<file path="src/rtl/pipe_pkg.sv">
// Shared pipeline definitions: opcodes, instruction field positions, tag record
// and decoded register-usage record.
package pipe_pkg;

  localparam logic [4:0] OP_ADD  = 5'd0;
  localparam logic [4:0] OP_SUB  = 5'd1;
  localparam logic [4:0] OP_MUL  = 5'd2;
  localparam logic [4:0] OP_DIV  = 5'd3;
  localparam logic [4:0] OP_MOD  = 5'd4;
  localparam logic [4:0] OP_CMP  = 5'd5;
  localparam logic [4:0] OP_AND  = 5'd6;
  localparam logic [4:0] OP_OR   = 5'd7;
  localparam logic [4:0] OP_NOT  = 5'd8;
  localparam logic [4:0] OP_MOV  = 5'd9;
  localparam logic [4:0] OP_LSL  = 5'd10;
  localparam logic [4:0] OP_LSR  = 5'd11;
  localparam logic [4:0] OP_ASR  = 5'd12;
  localparam logic [4:0] OP_NOP  = 5'd13;
  localparam logic [4:0] OP_LD   = 5'd14;
  localparam logic [4:0] OP_ST   = 5'd15;
  localparam logic [4:0] OP_BEQ  = 5'd16;
  localparam logic [4:0] OP_BGT  = 5'd17;
  localparam logic [4:0] OP_B    = 5'd18;
  localparam logic [4:0] OP_CALL = 5'd19;
  localparam logic [4:0] OP_RET  = 5'd20;

  localparam int OPC_HI  = 31;
  localparam int OPC_LO  = 27;
  localparam int IMM_BIT = 26;
  localparam int RD_HI   = 25;
  localparam int RD_LO   = 22;
  localparam int RS1_HI  = 21;
  localparam int RS1_LO  = 18;
  localparam int RS2_HI  = 17;
  localparam int RS2_LO  = 14;

  localparam logic [3:0]  RA        = 4'hF;
  localparam logic [31:0] NOP_INSTR = {OP_NOP, 27'd0};

  typedef struct packed {
    logic       valid;
    logic       is_load;
    logic [3:0] rd;
  } tag_t;

  typedef struct packed {
    logic            dst_valid;
    logic [3:0]      dst;
    logic            is_load;
    logic [2:0]      src_valid;
    logic [2:0][3:0] src;
  } usage_t;

endpackage

</file>
<file path="src/rtl/instr_reg_usage.sv">
// Combinational decode of one instruction into the registers it writes and reads.
// Source slots: 0 = rs1 (or ra for ret), 1 = rs2, 2 = rd read by st.
module instr_reg_usage
  import pipe_pkg::*;
(
  input  logic [31:0] instr_i,
  output usage_t      usage_o
);

  logic [4:0] op;
  logic       imm;
  logic [3:0] rd, rs1, rs2;
  logic       alu3;
  logic       unused_bits;

  assign op          = instr_i[OPC_HI:OPC_LO];
  assign imm         = instr_i[IMM_BIT];
  assign rd          = instr_i[RD_HI:RD_LO];
  assign rs1         = instr_i[RS1_HI:RS1_LO];
  assign rs2         = instr_i[RS2_HI:RS2_LO];
  assign unused_bits = ^instr_i[RS2_LO-1:0];
  assign alu3        = (op <= OP_ASR) && (op != OP_NOT) && (op != OP_MOV);

  always_comb begin
    usage_o         = '0;
    usage_o.is_load = (op == OP_LD);

    case (op)
      OP_NOP, OP_CMP, OP_ST, OP_BEQ, OP_BGT, OP_B, OP_RET: usage_o.dst_valid = 1'b0;
      OP_CALL: begin
        usage_o.dst_valid = 1'b1;
        usage_o.dst       = RA;
      end
      default: begin
        usage_o.dst_valid = 1'b1;
        usage_o.dst       = rd;
      end
    endcase

    case (op)
      OP_NOP, OP_BEQ, OP_BGT, OP_B, OP_CALL, OP_NOT, OP_MOV: usage_o.src_valid[0] = 1'b0;
      OP_RET: begin
        usage_o.src_valid[0] = 1'b1;
        usage_o.src[0]       = RA;
      end
      default: begin
        usage_o.src_valid[0] = 1'b1;
        usage_o.src[0]       = rs1;
      end
    endcase

    if (!imm && (alu3 || op == OP_ST)) begin
      usage_o.src_valid[1] = 1'b1;
      usage_o.src[1]       = rs2;
    end

    // A store reads its rd field as the data to be written to memory.
    if (op == OP_ST) begin
      usage_o.src_valid[2] = 1'b1;
      usage_o.src[2]       = rd;
    end
  end

endmodule

</file>
<file path="src/rtl/hazard_interlock.sv">
// Stall/bubble interlock: tracks destinations of instructions in EX..RW and
// stalls the OF instruction when it reads one of them.
module hazard_interlock
  import pipe_pkg::*;
#(
  parameter bit FWD_EN = 1'b0,
  parameter int DEPTH  = 3
) (
  input  logic        clk,
  input  logic        rst,
  input  logic [31:0] of_instr,
  input  logic        of_valid,
  input  logic        branch_taken,
  output logic        stall,
  output logic        bubble,
  output logic [15:0] busy_mask,
  output logic [15:0] stall_count
);

  usage_t           of_use;
  tag_t             tag_q [DEPTH];
  tag_t             tag_d [DEPTH];
  logic [DEPTH-1:0] hit;
  logic             hazard;
  logic [15:0]      stall_count_q, stall_count_d;

  instr_reg_usage u_usage (
    .instr_i (of_instr),
    .usage_o (of_use)
  );

  always_comb begin
    hit = '0;
    for (int i = 0; i < DEPTH; i++) begin
      for (int s = 0; s < 3; s++) begin
        if (tag_q[i].valid && of_use.src_valid[s] && (tag_q[i].rd == of_use.src[s]))
          hit[i] = 1'b1;
      end
    end
  end

  // With bypassing only a load still in EX cannot be forwarded in time.
  assign hazard = FWD_EN ? (hit[0] && tag_q[0].is_load) : (|hit);
  assign stall  = of_valid && hazard && !branch_taken;
  assign bubble = stall;

  always_comb begin
    busy_mask = '0;
    for (int i = 0; i < DEPTH; i++) begin
      if (tag_q[i].valid)
        busy_mask[tag_q[i].rd] = 1'b1;
    end
  end

  always_comb begin
    tag_d[0] = '0;
    if (of_valid && !stall && !branch_taken && of_use.dst_valid)
      tag_d[0] = tag_t'{valid: 1'b1, is_load: of_use.is_load, rd: of_use.dst};
    for (int i = 1; i < DEPTH; i++)
      tag_d[i] = tag_q[i-1];

    stall_count_d = stall_count_q;
    if (stall && (stall_count_q != 16'hFFFF))
      stall_count_d = stall_count_q + 16'd1;
  end

  always_ff @(posedge clk) begin
    if (rst) begin
      for (int i = 0; i < DEPTH; i++)
        tag_q[i] <= '0;
      stall_count_q <= '0;
    end else begin
      tag_q         <= tag_d;
      stall_count_q <= stall_count_d;
    end
  end

  assign stall_count = stall_count_q;

endmodule

</file>
<file path="config.mk">
export PLATFORM = sky130hd
export DESIGN_NAME = hazard_interlock
export DESIGN_NICKNAME = d
export VERILOG_FILES = /design/src/rtl/pipe_pkg.sv /design/src/rtl/instr_reg_usage.sv /design/src/rtl/hazard_interlock.sv
export SDC_FILE = /design/constraint.sdc
export NUM_CORES = 1
export LEC_CHECK = 0
export BUFFER_PORTS_ARGS = -buffer_cell sky130_fd_sc_hd__buf_2
export CORE_MARGIN = 2
export CORE_UTILIZATION = 25
export DETAILED_ROUTE_END_ITERATION = 10
export PLACE_DENSITY = 0.49
export RECOVER_POWER = 100
export SETUP_SLACK_MARGIN = 0.02
export SLEW_MARGIN = 20
export SYNTH_ARGS = -nofsm -noshare
export SYNTH_HDL_FRONTEND = slang
export SYNTH_SLANG_ARGS = --single-unit
</file>
<file path="constraint.sdc">
create_clock -name clk -period 7.3 [get_ports clk]
set_clock_uncertainty 0.2 [all_clocks]
set_input_delay 0.73 -clock clk [delete_from_list [all_inputs] [get_ports clk]]
set_output_delay 0.73 -clock clk [all_outputs]
set_load 0.01 [all_outputs]
</file>
==> flow_summary.html, run 1 <==
<table>
<tr><th>Metric</th><th>Value</th></tr>
<tr><th colspan="2">Outcome</th></tr>
<tr><td>Run status</td><td>completed</td></tr>
<tr><th colspan="2">Detailed routing</th></tr>
<tr><td>Total wire length after detailed routing</td><td>7.02 mm</td></tr>
<tr><td>DRT iter0 DRCs</td><td>75</td></tr>
<tr><td>Post-route DRC violation count</td><td>0</td></tr>
<tr><td>Wire length on met3</td><td>366 um</td></tr>
<tr><td>Routed length on met1</td><td>3.39 mm</td></tr>
<tr><td>Uppermost routed layer</td><td>met4</td></tr>
<tr><td>DRT Pass-1 Iters</td><td>4</td></tr>
<tr><td>WL met2</td><td>3.24 mm</td></tr>
<tr><td>Post-route antenna net violation count</td><td>0</td></tr>
<tr><td>Average routed wire per standard cell</td><td>14.5 um</td></tr>
<tr><td>Average vias per placed instance</td><td>4.96</td></tr>
<tr><td>Vias after detailed routing</td><td>2,405</td></tr>
<tr><th colspan="2">CTS</th></tr>
<tr><td>Cells resized by post-CTS repair</td><td>0</td></tr>
<tr><td>Worst-path clk slew</td><td>0.06 ns</td></tr>
<tr><td>Number of clock sinks</td><td>31</td></tr>
<tr><td>TritonCTS Buffers</td><td>5</td></tr>
<tr><td>Clock Root Buffer</td><td>sky130_fd_sc_hd__clkbuf_8</td></tr>
<tr><td>Maximum level of the CTS H-tree</td><td>2</td></tr>
<tr><td>Number of buffers added for setup after CTS</td><td>0</td></tr>
<tr><td>Clock latency of the later-clocked register in the worst-skew pair</td><td>0.28 ns</td></tr>
<tr><td>Clock tree from TritonCTS</td><td>yes</td></tr>
<tr><td>Bufs on Longest Clock Path</td><td>2</td></tr>
<tr><td>Number of buffers added to fix hold violations after cts</td><td>0</td></tr>
<tr><th colspan="2">Worst setup path</th></tr>
<tr><td>Setup slack on the worst flop-to-flop path</td><td>4.23 ns</td></tr>
<tr><td>Setup CP Type</td><td>input pin to output pin</td></tr>
<tr><td>Crit start category</td><td>input pin</td></tr>
<tr><td>Nature of the critical path endpoint</td><td>output pin</td></tr>
<tr><td>Required time of the critical path</td><td>6.37 ns</td></tr>
<tr><td>Reg2reg start</td><td>tag_d[2]</td></tr>
<tr><td>Cell count of the worst reg-to-reg path</td><td>7</td></tr>
<tr><td>Crit path arrival time</td><td>3.43 ns</td></tr>
<tr><td>Maximum fanout along the worst path</td><td>28</td></tr>
<tr><td>End of the worst register-to-register path</td><td>stall_count[14]</td></tr>
<tr><th colspan="2">Timing</th></tr>
<tr><td>Transition time of the tightest slew-check pin</td><td>1.39 ns</td></tr>
<tr><td>Share of the clock period used by the worst path</td><td>59.8%</td></tr>
<tr><td>Highest Clock Rate</td><td>229 MHz</td></tr>
<tr><td>Final critical delay including setup and external delays</td><td>4.36 ns</td></tr>
<tr><td>Worst hold margin</td><td>0.303 ns</td></tr>
<tr><td>Final setup violation count</td><td>0</td></tr>
<tr><td>Final setup TNS</td><td>0 ns</td></tr>
<tr><td>RSZ-0062 raised after global routing</td><td>no</td></tr>
<tr><td>Max transition margin</td><td>7.37%</td></tr>
<tr><td>Final slew viol count</td><td>0</td></tr>
<tr><td>Number of hold-slack violations in the final timing report</td><td>0</td></tr>
<tr><th colspan="2">Worst hold path</th></tr>
<tr><td>Cells on Worst Hold Path</td><td>2</td></tr>
<tr><td>Worst Min Path Start</td><td>stall_count[5]</td></tr>
<tr><td>End of the worst hold path</td><td>stall_count[5]</td></tr>
<tr><td>Worst hold path class</td><td>flop to flop</td></tr>
<tr><th colspan="2">Die</th></tr>
<tr><td>Die Outline Area</td><td>10,400 um2</td></tr>
<tr><td>Horizontal die dimension</td><td>102 um</td></tr>
<tr><td>FP Rows</td><td>35</td></tr>
<tr><td>Initial standard-cell utilization of the core</td><td>26.0%</td></tr>
<tr><td>Die H</td><td>102 um</td></tr>
<tr><td>Ports</td><td>70</td></tr>
<tr><td>Placeable core region</td><td>9280 um2</td></tr>
<tr><th colspan="2">Global route</th></tr>
<tr><td>First-pass GRT wire length</td><td>11.2 mm</td></tr>
<tr><td>Number of antenna violations at the first check in global routing</td><td>0</td></tr>
<tr><td>Global Route Usage Sum</td><td>13.5%</td></tr>
<tr><td>Aggregate global routing overflow</td><td>0</td></tr>
<tr><td>Via count of the first global-routing pass</td><td>2,223</td></tr>
<tr><td>Largest net degree at the start of global routing</td><td>32</td></tr>
<tr><th colspan="2">Yosys</th></tr>
<tr><td>Synthesized area per cell</td><td>7.61 um2</td></tr>
<tr><td>Number of cells produced by synthesis</td><td>317</td></tr>
<tr><td>Leading post-synthesis cells by instance count</td><td>42 x sky130_fd_sc_hd__nand2_1, 31 x sky130_fd_sc_hd__dfxtp_1, 21 x sky130_fd_sc_hd__nor2b_1</td></tr>
<tr><td>Sequential fraction of the synthesis area</td><td>25.7%</td></tr>
<tr><td>Post-synth EDFFs</td><td>0</td></tr>
<tr><td>Async set-reset flop share out of synthesis</td><td>0%</td></tr>
<tr><td>Yosys warnings</td><td>0</td></tr>
<tr><td>Net Count, Synth</td><td>354</td></tr>
<tr><td>Largest area contributor in the netlist</td><td>sky130_fd_sc_hd__dfxtp_1</td></tr>
<tr><td>Post-synth top area share</td><td>25.7%</td></tr>
<tr><td>Post-synthesis cell type count</td><td>51</td></tr>
<tr><td>Top_reg_cell synth</td><td>sky130_fd_sc_hd__dfxtp_1</td></tr>
<tr><td>Top cells by area in the synthesized netlist</td><td>sky130_fd_sc_hd__dfxtp_1 26%, sky130_fd_sc_hd__xor2_1 7.3%, sky130_fd_sc_hd__nand2_1 6.5%</td></tr>
<tr><td>Most instantiated library cell after synthesis</td><td>sky130_fd_sc_hd__nand2_1</td></tr>
<tr><td>Cell Area, Synth</td><td>2410 um2</td></tr>
<tr><td>FF+latch count, synth</td><td>31</td></tr>
<tr><th colspan="2">Finish</th></tr>
<tr><td>Post-layout net count</td><td>393</td></tr>
<tr><td># diodes</td><td>0</td></tr>
<tr><td>Final core occ</td><td>29.8%</td></tr>
<tr><td>Fraction of final layout cells with drive strength greater than 1</td><td>9.55%</td></tr>
<tr><td>Synthesis-to-layout area growth</td><td>14.7%</td></tr>
<tr><td>Number of filler instances in the final layout</td><td>1,055</td></tr>
<tr><th colspan="2">Run</th></tr>
<tr><td>Maximum Capacitance Violations</td><td>0</td></tr>
<tr><th colspan="2">Power</th></tr>
<tr><td>Worst IR drop on VDD</td><td>53.1 uV</td></tr>
<tr><td>Overall power consumption</td><td>0.354 mW</td></tr>
<tr><td>P per Cell Area</td><td>128 nW/um2</td></tr>
<tr><td>Leakage</td><td>1.11 nW</td></tr>
<tr><th colspan="2">Place</th></tr>
<tr><td>Number of port buffers</td><td>55</td></tr>
<tr><td>HPWL reported at the end of detailed placement</td><td>4.92 mm</td></tr>
<tr><td>Final GP Congestion</td><td>0.868</td></tr>
</table>
==> cell usage in the layout (no fill, tap or decap), types with 2 or more instances in the layout <==
cell and n:
sky130_fd_sc_hd__nand2_1 42, sky130_fd_sc_hd__clkbuf_1 35, sky130_fd_sc_hd__dfxtp_1 31, sky130_fd_sc_hd__nor2b_1 21
sky130_fd_sc_hd__xor2_1 20, sky130_fd_sc_hd__buf_2 20, sky130_fd_sc_hd__nand3_1 17, sky130_fd_sc_hd__nor2_1 17
sky130_fd_sc_hd__a21oi_1 15, sky130_fd_sc_hd__and3_1 11, sky130_fd_sc_hd__a22oi_1 10, sky130_fd_sc_hd__xnor2_1 10
sky130_fd_sc_hd__nor3_1 10, sky130_fd_sc_hd__or3_1 8, sky130_fd_sc_hd__or4_1 8, sky130_fd_sc_hd__a32oi_1 6
sky130_fd_sc_hd__clkbuf_8 6, sky130_fd_sc_hd__inv_1 5, sky130_fd_sc_hd__o31ai_1 5, sky130_fd_sc_hd__nor3b_1 4
sky130_fd_sc_hd__nor4_1 4, sky130_fd_sc_hd__nand2b_1 4, sky130_fd_sc_hd__a31oi_1 4, sky130_fd_sc_hd__o21a_1 4
sky130_fd_sc_hd__o21ai_1 4, sky130_fd_sc_hd__mux2_1 4, sky130_fd_sc_hd__and3b_1 3, sky130_fd_sc_hd__a311oi_2 2
sky130_fd_sc_hd__o22ai_1 2, sky130_fd_sc_hd__o21ai_0 2, sky130_fd_sc_hd__and2_1 2, sky130_fd_sc_hd__and4_1 2
==> where the power goes <==
part	internal (mW)	switching (mW)	total (mW)
clock network	0.0738	0.0604	0.134
logic	0.0189	0.0252	0.0441
registers	0.171	0.00505	0.176
==> critical path, cell delays in order <==
cell                       delay [ns]
sky130_fd_sc_hd__clkbuf_1        0.13
sky130_fd_sc_hd__nand2b_1        0.24
sky130_fd_sc_hd__a31oi_1         0.43
sky130_fd_sc_hd__a21oi_1         0.24
sky130_fd_sc_hd__xnor2_1         0.16
sky130_fd_sc_hd__or4_1           0.54
sky130_fd_sc_hd__a41o_1          0.56
sky130_fd_sc_hd__inv_1           0.22
sky130_fd_sc_hd__clkbuf_1        0.17
==> registers in the layout, summed over array words and instances (netlist names) <==
signal       cells
tag_q            5
tag_d           10
stall_count     16
==> worst max-delay path by stage <==
| stage | startpoint | endpoint | slack (ns) |
|---|---|---|---|
| final | of_instr[27] | bubble | 2.94 |
| after global placement | of_instr[27] | stall | 3.00 |
| after CTS | of_instr[27] | bubble | 2.98 |
| after floorplan | of_instr[27] | stall | 3.42 |
| after detailed placement | of_instr[27] | bubble | 2.99 |
| after global routing | of_instr[27] | bubble | 2.64 |
==> layer usage <==
layer	vias to the layer above	track usage, %
met5	-	0
met4	0	3.18
met3	2	3.01
met2	54	22.8
met1	1140	17.7
li1	1209	-
==> area by class of cell <==
cell class                 instances  area [um2]  share of cell area [%]
tap                              129         161                    5.83
multi-input combinational        257        1640                    59.4
sequential                        31         621                    22.4
inverter                           6        22.5                   0.814
clock buffer                       6        82.6                    2.99
timing repair buffer              55         231                    8.37
clock inverter                     1        5.00                   0.181
==> cells by family after synthesis <==
group                      after synthesis  share of synthesized area [%]
and+or+nand+nor                        160                           36.5
AOI/OAI and AO/OA                       61                           18.4
DFF                                     31                           25.7
xor gates and xnor gates                30                           10.9
buffers and inverters                   29                           5.66
muxes                                    4                           1.87
adders and majority gates                2                          0.934
==> per-stage QoR <==
stage               cell area, um2  instances  worst slack [ns]
CTS                           2820        485              2.98
global route                  2770        485              2.64
detailed placement            2730        478              2.99
floorplan                     2410        317              3.42
global placement              2730        478              3.00
finish                        2770        485              2.94
(Power assumes the default switching activity.)
==> run 2: changes to the inputs <==
Settings changed: ABC_AREA set to 1, PLACE_DENSITY 0.49 to 0.5.
Clock period 7.3 ns to 4.01 ns, I/O delays scaled along.
==> run 2 against run 1 <==
  * Synthesized cell count increased by 40%
  * Total power increased by 110%
  * Clock power increased by 140%
  * Highest routed layer unchanged
  * Worst hold slack got worse by 0.089 ns
  * Sequential share of layout area decreased by 2.0 points
  * Largest cell class unchanged
  * Register-to-register slack got worse by 3.3 ns
==> flow_summary.html, run 2 <==
<table>
<tr><th>Metric</th><th>Value</th></tr>
<tr><th colspan="2">Die</th></tr>
<tr><td>Ports</td><td>70 (unchanged)</td></tr>
<tr><td>Placeable core region</td><td>10,300 um2 (+11%)</td></tr>
<tr><td>Die Outline Area</td><td>11,400 um2 (+8.8%)</td></tr>
<tr><td>FP Rows</td><td>37 (+5.7%)</td></tr>
<tr><td>Initial standard-cell utilization of the core</td><td>25.6% (-0.37 points)</td></tr>
<tr><td>Die H</td><td>107 um (+4.3%)</td></tr>
<tr><td>Horizontal die dimension</td><td>107 um (+4.3%)</td></tr>
<tr><th colspan="2">Finish</th></tr>
<tr><td># diodes</td><td>0 (unchanged)</td></tr>
<tr><td>Commonest cells after routing, fill and taps aside</td><td>110 x sky130_fd_sc_hd__nand2_1, 61 x sky130_fd_sc_hd__nand3_1, 61 x sky130_fd_sc_hd__nor2_1, 47 x sky130_fd_sc_hd__inv_1, 34 x sky130_fd_sc_hd__clkbuf_1</td></tr>
<tr><td>Fraction of final layout cells with drive strength greater than 1</td><td>10.2% (+0.61 points)</td></tr>
<tr><td>Most common cell after layout, fill and taps aside</td><td>sky130_fd_sc_hd__nand2_1</td></tr>
<tr><td>Synthesis-to-layout area growth</td><td>15.7%</td></tr>
<tr><td>Final Non-Filler Cells</td><td>628 (+29%)</td></tr>
<tr><td>Number of flip-flops in the largest register</td><td>16 (unchanged)</td></tr>
<tr><td>Number of filler instances in the final layout</td><td>1,191 (+13%)</td></tr>
<tr><td>Post-layout net count</td><td>528 (+34%)</td></tr>
<tr><th colspan="2">Power</th></tr>
<tr><td>Leakage</td><td>1.28 nW (+15%)</td></tr>
<tr><td>P per Cell Area</td><td>244 nW/um2 (+91%)</td></tr>
<tr><td>Worst IR drop on VDD</td><td>263 uV (+390%)</td></tr>
<tr><th colspan="2">Run</th></tr>
<tr><td>Maximum Capacitance Violations</td><td>0 (unchanged)</td></tr>
<tr><th colspan="2">CTS</th></tr>
<tr><td>Clock tree from TritonCTS</td><td>yes</td></tr>
<tr><td>Number of buffers added to fix hold violations after cts</td><td>0 (unchanged)</td></tr>
<tr><td>Maximum level of the CTS H-tree</td><td>2 (unchanged)</td></tr>
<tr><td>Cells resized by post-CTS repair</td><td>0 (unchanged)</td></tr>
<tr><td>Clock Root Buffer</td><td>sky130_fd_sc_hd__clkbuf_8</td></tr>
<tr><td>Number of clock sinks</td><td>31 (unchanged)</td></tr>
<tr><td>Worst-path clk slew</td><td>0.06 ns (about the same)</td></tr>
<tr><td>Clock latency of the later-clocked register in the worst-skew pair</td><td>0.28 ns (about the same)</td></tr>
<tr><td>TritonCTS Buffers</td><td>5 (unchanged)</td></tr>
<tr><td>Number of buffers added for setup after CTS</td><td>0 (unchanged)</td></tr>
<tr><td>Bufs on Longest Clock Path</td><td>2 (unchanged)</td></tr>
<tr><th colspan="2">Yosys</th></tr>
<tr><td>Post-synth top area share</td><td>23.6% (-2.2 points)</td></tr>
<tr><td>Top_reg_cell synth</td><td>sky130_fd_sc_hd__dfxtp_1</td></tr>
<tr><td>Leading post-synthesis cells by instance count</td><td>110 x sky130_fd_sc_hd__nand2_1, 61 x sky130_fd_sc_hd__nand3_1, 60 x sky130_fd_sc_hd__nor2_1</td></tr>
<tr><td>Largest area contributor in the netlist</td><td>sky130_fd_sc_hd__dfxtp_1</td></tr>
<tr><td>Async set-reset flop share out of synthesis</td><td>0% (unchanged)</td></tr>
<tr><td>Most instantiated library cell after synthesis</td><td>sky130_fd_sc_hd__nand2_1</td></tr>
<tr><td>Net Count, Synth</td><td>480 (+36%)</td></tr>
<tr><td>Yosys warnings</td><td>0 (unchanged)</td></tr>
<tr><td>Post-synthesis cell type count</td><td>32 (-37%)</td></tr>
<tr><td>Synthesized area per cell</td><td>5.94 um2 (-22%)</td></tr>
<tr><td>Number of cells produced by synthesis</td><td>443 (+40%)</td></tr>
<tr><td>Top cells by area in the synthesized netlist</td><td>sky130_fd_sc_hd__dfxtp_1 24%, sky130_fd_sc_hd__nand2_1 16%, sky130_fd_sc_hd__nand3_1 12%</td></tr>
<tr><td>Cell Area, Synth</td><td>2630 um2 (+9.1%)</td></tr>
<tr><td>Post-synth EDFFs</td><td>0 (unchanged)</td></tr>
<tr><td>FF+latch count, synth</td><td>31 (unchanged)</td></tr>
<tr><td>Sequential fraction of the synthesis area</td><td>23.6% (-2.2 points)</td></tr>
<tr><th colspan="2">Global route</th></tr>
<tr><td>First-pass GRT wire length</td><td>13.7 mm (+22%)</td></tr>
<tr><td>Global Route Usage Sum</td><td>15.0% (+1.5 points)</td></tr>
<tr><td>Number of antenna violations at the first check in global routing</td><td>0 (unchanged)</td></tr>
<tr><td>Aggregate global routing overflow</td><td>0 (unchanged)</td></tr>
<tr><td>Largest net degree at the start of global routing</td><td>25 (-22%)</td></tr>
<tr><td>Via count of the first global-routing pass</td><td>2,837 (+28%)</td></tr>
<tr><th colspan="2">Worst setup path</th></tr>
<tr><td>Setup CP Type</td><td>flop to flop</td></tr>
<tr><td>Required time of the critical path</td><td>3.99 ns (-2.38 ns)</td></tr>
<tr><td>Delay of the slowest cell on the worst path</td><td>0.63 ns (+0.07 ns)</td></tr>
<tr><td>Crit path top cell by count</td><td>sky130_fd_sc_hd__nand2_1</td></tr>
<tr><td>Worst path slowest cell</td><td>sky130_fd_sc_hd__nand4_1</td></tr>
<tr><td>Maximum fanout along the worst path</td><td>17 (-39%)</td></tr>
<tr><td>Nature of the critical path endpoint</td><td>flop</td></tr>
<tr><td>Crit start category</td><td>flop</td></tr>
<tr><td>Worst-path cell chain</td><td>inv_1 &gt; o21ai_0 &gt; a21oi_1 &gt; nand3_1 &gt; nand3_1 &gt; nand2_1 &gt; nand2_1 &gt; nor2_1 &gt; nand4_1 &gt; nand3_4 &gt; nand2_1 &gt; nand2_1 &gt; nor2_1</td></tr>
<tr><td>Crit path arrival time</td><td>3.08 ns (-0.35 ns)</td></tr>
<tr><th colspan="2">Timing</th></tr>
<tr><td>Number of hold-slack violations in the final timing report</td><td>0 (unchanged)</td></tr>
<tr><td>Final slew viol count</td><td>0 (unchanged)</td></tr>
<tr><td>Worst setup margin</td><td>0.910 ns (-2.03 ns)</td></tr>
<tr><td>Transition time of the tightest slew-check pin</td><td>0.902 ns (-0.487 ns)</td></tr>
<tr><td>Share of the clock period used by the worst path</td><td>77.3%</td></tr>
<tr><td>Max transition margin</td><td>39.7% (+32 points)</td></tr>
<tr><td>RSZ-0062 raised after global routing</td><td>no</td></tr>
<tr><td>Final critical delay including setup and external delays</td><td>3.10 ns</td></tr>
<tr><td>Final setup TNS</td><td>0 ns (unchanged)</td></tr>
<tr><td>Final setup violation count</td><td>0 (unchanged)</td></tr>
<tr><td>Highest Clock Rate</td><td>323 MHz</td></tr>
<tr><th colspan="2">Place</th></tr>
<tr><td>Number of port buffers</td><td>55 (unchanged)</td></tr>
<tr><td>Final GP Congestion</td><td>0.925 (+6.6%)</td></tr>
<tr><td>HPWL reported at the end of detailed placement</td><td>6.45 mm (+31%)</td></tr>
<tr><td>Cells after DPL</td><td>620 (+30%)</td></tr>
<tr><td>Pre-CTS WS</td><td>1.17 ns (-1.82 ns)</td></tr>
<tr><th colspan="2">Detailed routing</th></tr>
<tr><td>Average routed wire per standard cell</td><td>13.7 um (-5.2%)</td></tr>
<tr><td>DRT Pass-1 Iters</td><td>5 (+1)</td></tr>
<tr><td>Total wire length after detailed routing</td><td>8.62 mm (+23%)</td></tr>
<tr><td>Vias after detailed routing</td><td>3,075 (+28%)</td></tr>
<tr><td>Average vias per placed instance</td><td>4.90 (-1.3%)</td></tr>
<tr><td>Post-route antenna net violation count</td><td>0 (unchanged)</td></tr>
<tr><td>Post-route DRC violation count</td><td>0 (unchanged)</td></tr>
<tr><td>DRT iter0 DRCs</td><td>176 (+130%)</td></tr>
<tr><th colspan="2">Outcome</th></tr>
<tr><td>Run status</td><td>completed</td></tr>
<tr><th colspan="2">Worst hold path</th></tr>
<tr><td>Worst hold path class</td><td>input pin to flop</td></tr>
</table>
==> run 2: cell count changes after synthesis, sizes merged, moves of 10 or more <==
cell,before,now
nand4,1,24
nand3,17,66
a21oi,16,28
clkbuf,18,6
nor2b,21,0
xor2,20,7
inv,6,48
a22oi,10,0
nor2,18,63
nand2,42,121
and3,11,0
==> run 2: final cells by class <==
cell class / instances / area (um2) / area share (%)
clock buffer: 6 / 82.6 / 2.71
clock inverter: 2 / 35.0 / 1.15
inverter: 49 / 184 / 6.04
multi-input combinational: 347 / 1700 / 56.0
sequential: 31 / 621 / 20.4
tap: 136 / 170 / 5.59
timing repair buffer: 57 / 248 / 8.14
==> run 2: logic make-up (layout without fill, tap and decap cells) <==
logic type | Yosys count | after routing | synth area share, %
AOI/OAI and AO/OA | 49 | 49 | 10.4
and+or+nand+nor | 281 | 281 | 49.4
DFF | 31 | 31 | 23.6
buffers and inverters | 65 | 114 | 10.8
xor gates and xnor gates | 16 | 16 | 5.33
adders and majority gates | 1 | 1 | 0.475
==> run 2: routing by layer <==
metal	global-route usage [%]	wire (um)
met5	0	0
met4	3.90	88
met3	2.80	527
met2	25.8	4040
met1	19.4	3970
==> run 2: path summary, 6_finish.rpt <==
check / to / cells past startpoint / start / slack [ns]
setup / recovery: stall_count[0] / 13 / tag_d[9] / 0.91
hold / removal: tag_d[7] / 3 / of_instr[23] / 0.21
setup reg to reg: stall_count[0] / 13 / tag_d[9] / 0.91
hold reg to reg: stall_count[15] / 2 / stall_count[15] / 0.28
==> run 2: stage by stage <==
stage          power [mW]  utilization [%]  hold WS (ns)  area (um2)
2_1_floorplan       0.396                -         0.262        2630
3_3_place_gp        0.431             29.1         0.263        2990
3_5_place_dp        0.431             29.1         0.269        2990
4_1_cts             0.750             30.3         0.213        3110
5_1_grt             0.780             29.6         0.216        3040
6_report            0.744             29.6         0.214        3040
==> run 2: worst max-delay path: cells and delay by family (launching register included) <==
kind | cells | cell delay (ns)
AOI/OAI and AO/OA | 2 | 0.26
buffers and inverters | 1 | 0.20
DFF | 1 | 0.55
and+or+nand+nor | 10 | 1.78
==> run 2: report_power, final <==
group / switching, mW / leakage, nW / internal [mW] / total [mW]
Combinational: 0.0702 / 0.966 / 0.0334 / 0.104
Sequential: 0.00925 / 0.250 / 0.311 / 0.320
Clock: 0.119 / 0.0612 / 0.201 / 0.320
==> run 3: changes to the inputs <==
Clock period 4.01 ns to 2.6 ns, I/O delays scaled along.
==> run 3 against run 2 <==
  * Cell count increased by 3.2%
  * First-iteration DRC count shrank 9.7%
  * Flip-flop and latch count did not move
  * Critical path depth increased by 1
  * Die area stayed put
  * Largest cell class unchanged
==> flow_summary.html, run 3 (synthesis results as in run 2) <==
<table>
<tr><th>Metric</th><th>Value</th></tr>
<tr><th colspan="2">Power</th></tr>
<tr><td>Share of power burned in the clock network</td><td>42.1% (-0.9 points)</td></tr>
<tr><td>Cell internal power dissipation</td><td>0.854 mW (+57%)</td></tr>
<tr><td>Logic gate share of total power</td><td>15.8% (+1.9 points)</td></tr>
<tr><td>Switching power</td><td>0.305 mW (+54%)</td></tr>
<tr><td>Overall power consumption</td><td>1.16 mW (+56%)</td></tr>
<tr><td>Sw frac</td><td>26.3% (-0.34 points)</td></tr>
<tr><td>Worst IR drop on VDD</td><td>273 uV (+3.8%)</td></tr>
<tr><td>Leakage</td><td>1.39 nW (+9.1%)</td></tr>
<tr><td>Reg power frac</td><td>42.2% (-0.9 points)</td></tr>
<tr><td>P per Cell Area</td><td>358 nW/um2 (+47%)</td></tr>
<tr><th colspan="2">Worst setup path</th></tr>
<tr><td>End of the worst register-to-register path</td><td>stall_count[0]</td></tr>
<tr><td>Crit path arrival time</td><td>1.97 ns (-1.11 ns)</td></tr>
<tr><td>Cell count of the worst reg-to-reg path</td><td>12 (-1)</td></tr>
<tr><td>Setup slack on the worst flop-to-flop path</td><td>0.36 ns (-0.55 ns)</td></tr>
<tr><td>Reg2reg start</td><td>stall_count[0]</td></tr>
<tr><td>Critical Path Start</td><td>of_instr[31]</td></tr>
<tr><td>Maximum fanout along the worst path</td><td>8 (-9)</td></tr>
<tr><td>Nature of the critical path endpoint</td><td>output pin</td></tr>
<tr><td>Crit start category</td><td>input pin</td></tr>
<tr><td>Setup CP Type</td><td>input pin to output pin</td></tr>
<tr><td>Required time of the critical path</td><td>2.14 ns (-1.85 ns)</td></tr>
<tr><th colspan="2">CTS</th></tr>
<tr><td>Maximum level of the CTS H-tree</td><td>2 (unchanged)</td></tr>
<tr><td>Clock Root Buffer</td><td>sky130_fd_sc_hd__clkbuf_8</td></tr>
<tr><td>Worst-path clk slew</td><td>0.06 ns (about the same)</td></tr>
<tr><td>Clock tree from TritonCTS</td><td>yes</td></tr>
<tr><td>TritonCTS Buffers</td><td>5 (unchanged)</td></tr>
<tr><td>Clock latency of the later-clocked register in the worst-skew pair</td><td>0.28 ns (about the same)</td></tr>
<tr><td>Bufs on Longest Clock Path</td><td>2 (unchanged)</td></tr>
<tr><td>Number of clock sinks</td><td>31 (unchanged)</td></tr>
<tr><th colspan="2">Detailed routing</th></tr>
<tr><td>DRT iter0 DRCs</td><td>159 (-9.7%)</td></tr>
<tr><td>Post-route antenna net violation count</td><td>0 (unchanged)</td></tr>
<tr><td>DRT Pass-1 Iters</td><td>4 (-1)</td></tr>
<tr><td>Total wire length after detailed routing</td><td>9.07 mm (+5.1%)</td></tr>
<tr><td>Average vias per placed instance</td><td>4.84 (-1.1%)</td></tr>
<tr><td>Vias after detailed routing</td><td>3,139 (+2.1%)</td></tr>
<tr><td>Average routed wire per standard cell</td><td>14.0 um (+1.9%)</td></tr>
<tr><td>Post-route DRC violation count</td><td>0 (unchanged)</td></tr>
<tr><th colspan="2">Finish</th></tr>
<tr><td>Fraction of final layout cells with drive strength greater than 1</td><td>15.6% (+5.5 points)</td></tr>
<tr><td>Number of filler instances in the final layout</td><td>1,196 (+0.42%)</td></tr>
<tr><td>Synthesis-to-layout area growth</td><td>23.0%</td></tr>
<tr><td>Most common cell after layout, fill and taps aside</td><td>sky130_fd_sc_hd__nand2_1</td></tr>
<tr><td>Post-layout net count</td><td>548 (+3.8%)</td></tr>
<tr><td>Final core occ</td><td>31.5% (+1.9 points)</td></tr>
<tr><td>Commonest cells after routing, fill and taps aside</td><td>109 x sky130_fd_sc_hd__nand2_1, 60 x sky130_fd_sc_hd__nand3_1, 58 x sky130_fd_sc_hd__nor2_1, 47 x sky130_fd_sc_hd__inv_1, 33 x sky130_fd_sc_hd__clkbuf_1</td></tr>
<tr><td>Number of flip-flops in the largest register</td><td>16 (unchanged)</td></tr>
<tr><td># diodes</td><td>0 (unchanged)</td></tr>
<tr><th colspan="2">Worst hold path</th></tr>
<tr><td>Cells on Worst Hold Path</td><td>3 (unchanged)</td></tr>
<tr><td>Worst hold path class</td><td>input pin to flop</td></tr>
<tr><td>Worst Min Path Start</td><td>of_instr[23]</td></tr>
<tr><td>End of the worst hold path</td><td>tag_d[7]</td></tr>
<tr><th colspan="2">Global route</th></tr>
<tr><td>Number of antenna violations at the first check in global routing</td><td>0 (unchanged)</td></tr>
<tr><td>First-pass GRT wire length</td><td>14.3 mm (+4.2%)</td></tr>
<tr><td>Global Route met1 Usage</td><td>19.9% (+0.49 points)</td></tr>
<tr><td>Met2 capacity usage during global routing</td><td>27.5% (+1.7 points)</td></tr>
<tr><td>Aggregate global routing overflow</td><td>0 (unchanged)</td></tr>
<tr><td>Global Route met3 Usage</td><td>2.92% (+0.12 points)</td></tr>
<tr><td>GRT Max-Usage Layer</td><td>met2</td></tr>
<tr><td>Largest net degree at the start of global routing</td><td>24 (-4.0%)</td></tr>
<tr><td>Global Route Usage Sum</td><td>15.7% (+0.68 points)</td></tr>
<tr><td>Via count of the first global-routing pass</td><td>2,953 (+4.1%)</td></tr>
<tr><th colspan="2">Die</th></tr>
<tr><td>Die Outline Area</td><td>11,400 um2 (unchanged)</td></tr>
<tr><td>Die H</td><td>107 um (unchanged)</td></tr>
<tr><td>FP Rows</td><td>37 (unchanged)</td></tr>
<tr><td>Ports</td><td>70 (unchanged)</td></tr>
<tr><td>Placeable core region</td><td>10,300 um2 (unchanged)</td></tr>
<tr><td>Horizontal die dimension</td><td>107 um (unchanged)</td></tr>
<tr><td>Initial standard-cell utilization of the core</td><td>25.6% (unchanged)</td></tr>
<tr><th colspan="2">Timing</th></tr>
<tr><td>Worst hold margin</td><td>0.0733 ns (-0.141 ns)</td></tr>
<tr><td>Final slew viol count</td><td>0 (unchanged)</td></tr>
<tr><td>Highest Clock Rate</td><td>412 MHz</td></tr>
<tr><td>Final setup TNS</td><td>0 ns (unchanged)</td></tr>
<tr><td>RSZ-0062 raised after global routing</td><td>no</td></tr>
<tr><td>Final setup violation count</td><td>0 (unchanged)</td></tr>
<tr><td>Worst setup margin</td><td>0.172 ns (-0.739 ns)</td></tr>
<tr><td>Transition time of the tightest slew-check pin</td><td>0.603 ns (-0.299 ns)</td></tr>
<tr><td>Final critical delay including setup and external delays</td><td>2.43 ns</td></tr>
<tr><td>Max transition margin</td><td>59.5% (+20 points)</td></tr>
<tr><td>Share of the clock period used by the worst path</td><td>93.4%</td></tr>
<tr><td>Number of hold-slack violations in the final timing report</td><td>0 (unchanged)</td></tr>
<tr><th colspan="2">Place</th></tr>
<tr><td>HPWL reported at the end of detailed placement</td><td>6.90 mm (+6.9%)</td></tr>
<tr><td>Final GP Congestion</td><td>0.919 (-0.67%)</td></tr>
<tr><td>Pre-CTS WS</td><td>0.0660 ns (-1.10 ns)</td></tr>
<tr><td>Number of port buffers</td><td>55 (unchanged)</td></tr>
<tr><th colspan="2">Outcome</th></tr>
<tr><td>Run status</td><td>completed</td></tr>
<tr><th colspan="2">Run</th></tr>
<tr><td>Maximum Capacitance Violations</td><td>0 (unchanged)</td></tr>
</table>
[run 3: power groups by stage]
stage / sequential (mW) / clock, mW / combinational [mW]
global placement: 0.499 / 0 / 0.176
global route: 0.489 / 0.523 / 0.205
floorplan: 0.495 / 0 / 0.116
detailed placement: 0.499 / 0 / 0.178
finish: 0.489 / 0.488 / 0.183
CTS: 0.488 / 0.506 / 0.179
[run 3: layer usage]
layer / wire [um] / up-vias / share of wire (%)
li1: - / 1601 / -
met5: 0 / - / 0
met1: 3970 / 1435 / 44
met2: 4460 / 96 / 49
met4: 59 / 0 / 0.65
met3: 580 / 7 / 6.4
[run 3: worst max-delay path: stages]
cell	delay (ns)
sky130_fd_sc_hd__buf_2	0.18
sky130_fd_sc_hd__nor2_2	0.06
sky130_fd_sc_hd__nand3_1	0.09
sky130_fd_sc_hd__nand2_2	0.08
sky130_fd_sc_hd__nor2_4	0.22
sky130_fd_sc_hd__nand2_2	0.12
sky130_fd_sc_hd__nand2_2	0.09
sky130_fd_sc_hd__nand2_1	0.05
sky130_fd_sc_hd__a21boi_1	0.15
sky130_fd_sc_hd__nand3_1	0.17
sky130_fd_sc_hd__nand3_1	0.12
sky130_fd_sc_hd__nor2_2	0.05
sky130_fd_sc_hd__nor2_2	0.15
sky130_fd_sc_hd__clkbuf_2	0.16
[run 3: worst max path at each step]
stage               endpoint  cells after the start
floorplan              stall                     14
global placement       stall                     13
detailed placement     stall                     13
CTS                    stall                     12
global route          bubble                     14
finish                bubble                     14
[run 3: metrics by stage]
stage | area (um2) | instances
2_1_floorplan | 2630 | 443
3_3_place_gp | 3130 | 638
3_5_place_dp | 3130 | 638
4_1_cts | 3250 | 646
5_1_grt | 3240 | 648
6_report | 3240 | 648
[run 3: timing repair]
action	4_1_cts	5_1_grt
buffers inserted	0	2
gates cloned	0	0
pin swaps	0	1
gates resized for setup	1	8
hold buffers	0	0
endpoints found under the setup margin	2	17
[run 3: layout make-up]
cell class | count | area (um2) | share of cell area (%)
sequential | 31 | 623 | 19.3
timing repair buffer | 77 | 392 | 12.1
inverter | 49 | 184 | 5.68
clock inverter | 2 | 35.0 | 1.08
tap | 136 | 170 | 5.26
multi-input combinational | 347 | 1750 | 54.1
clock buffer | 6 | 82.6 | 2.55
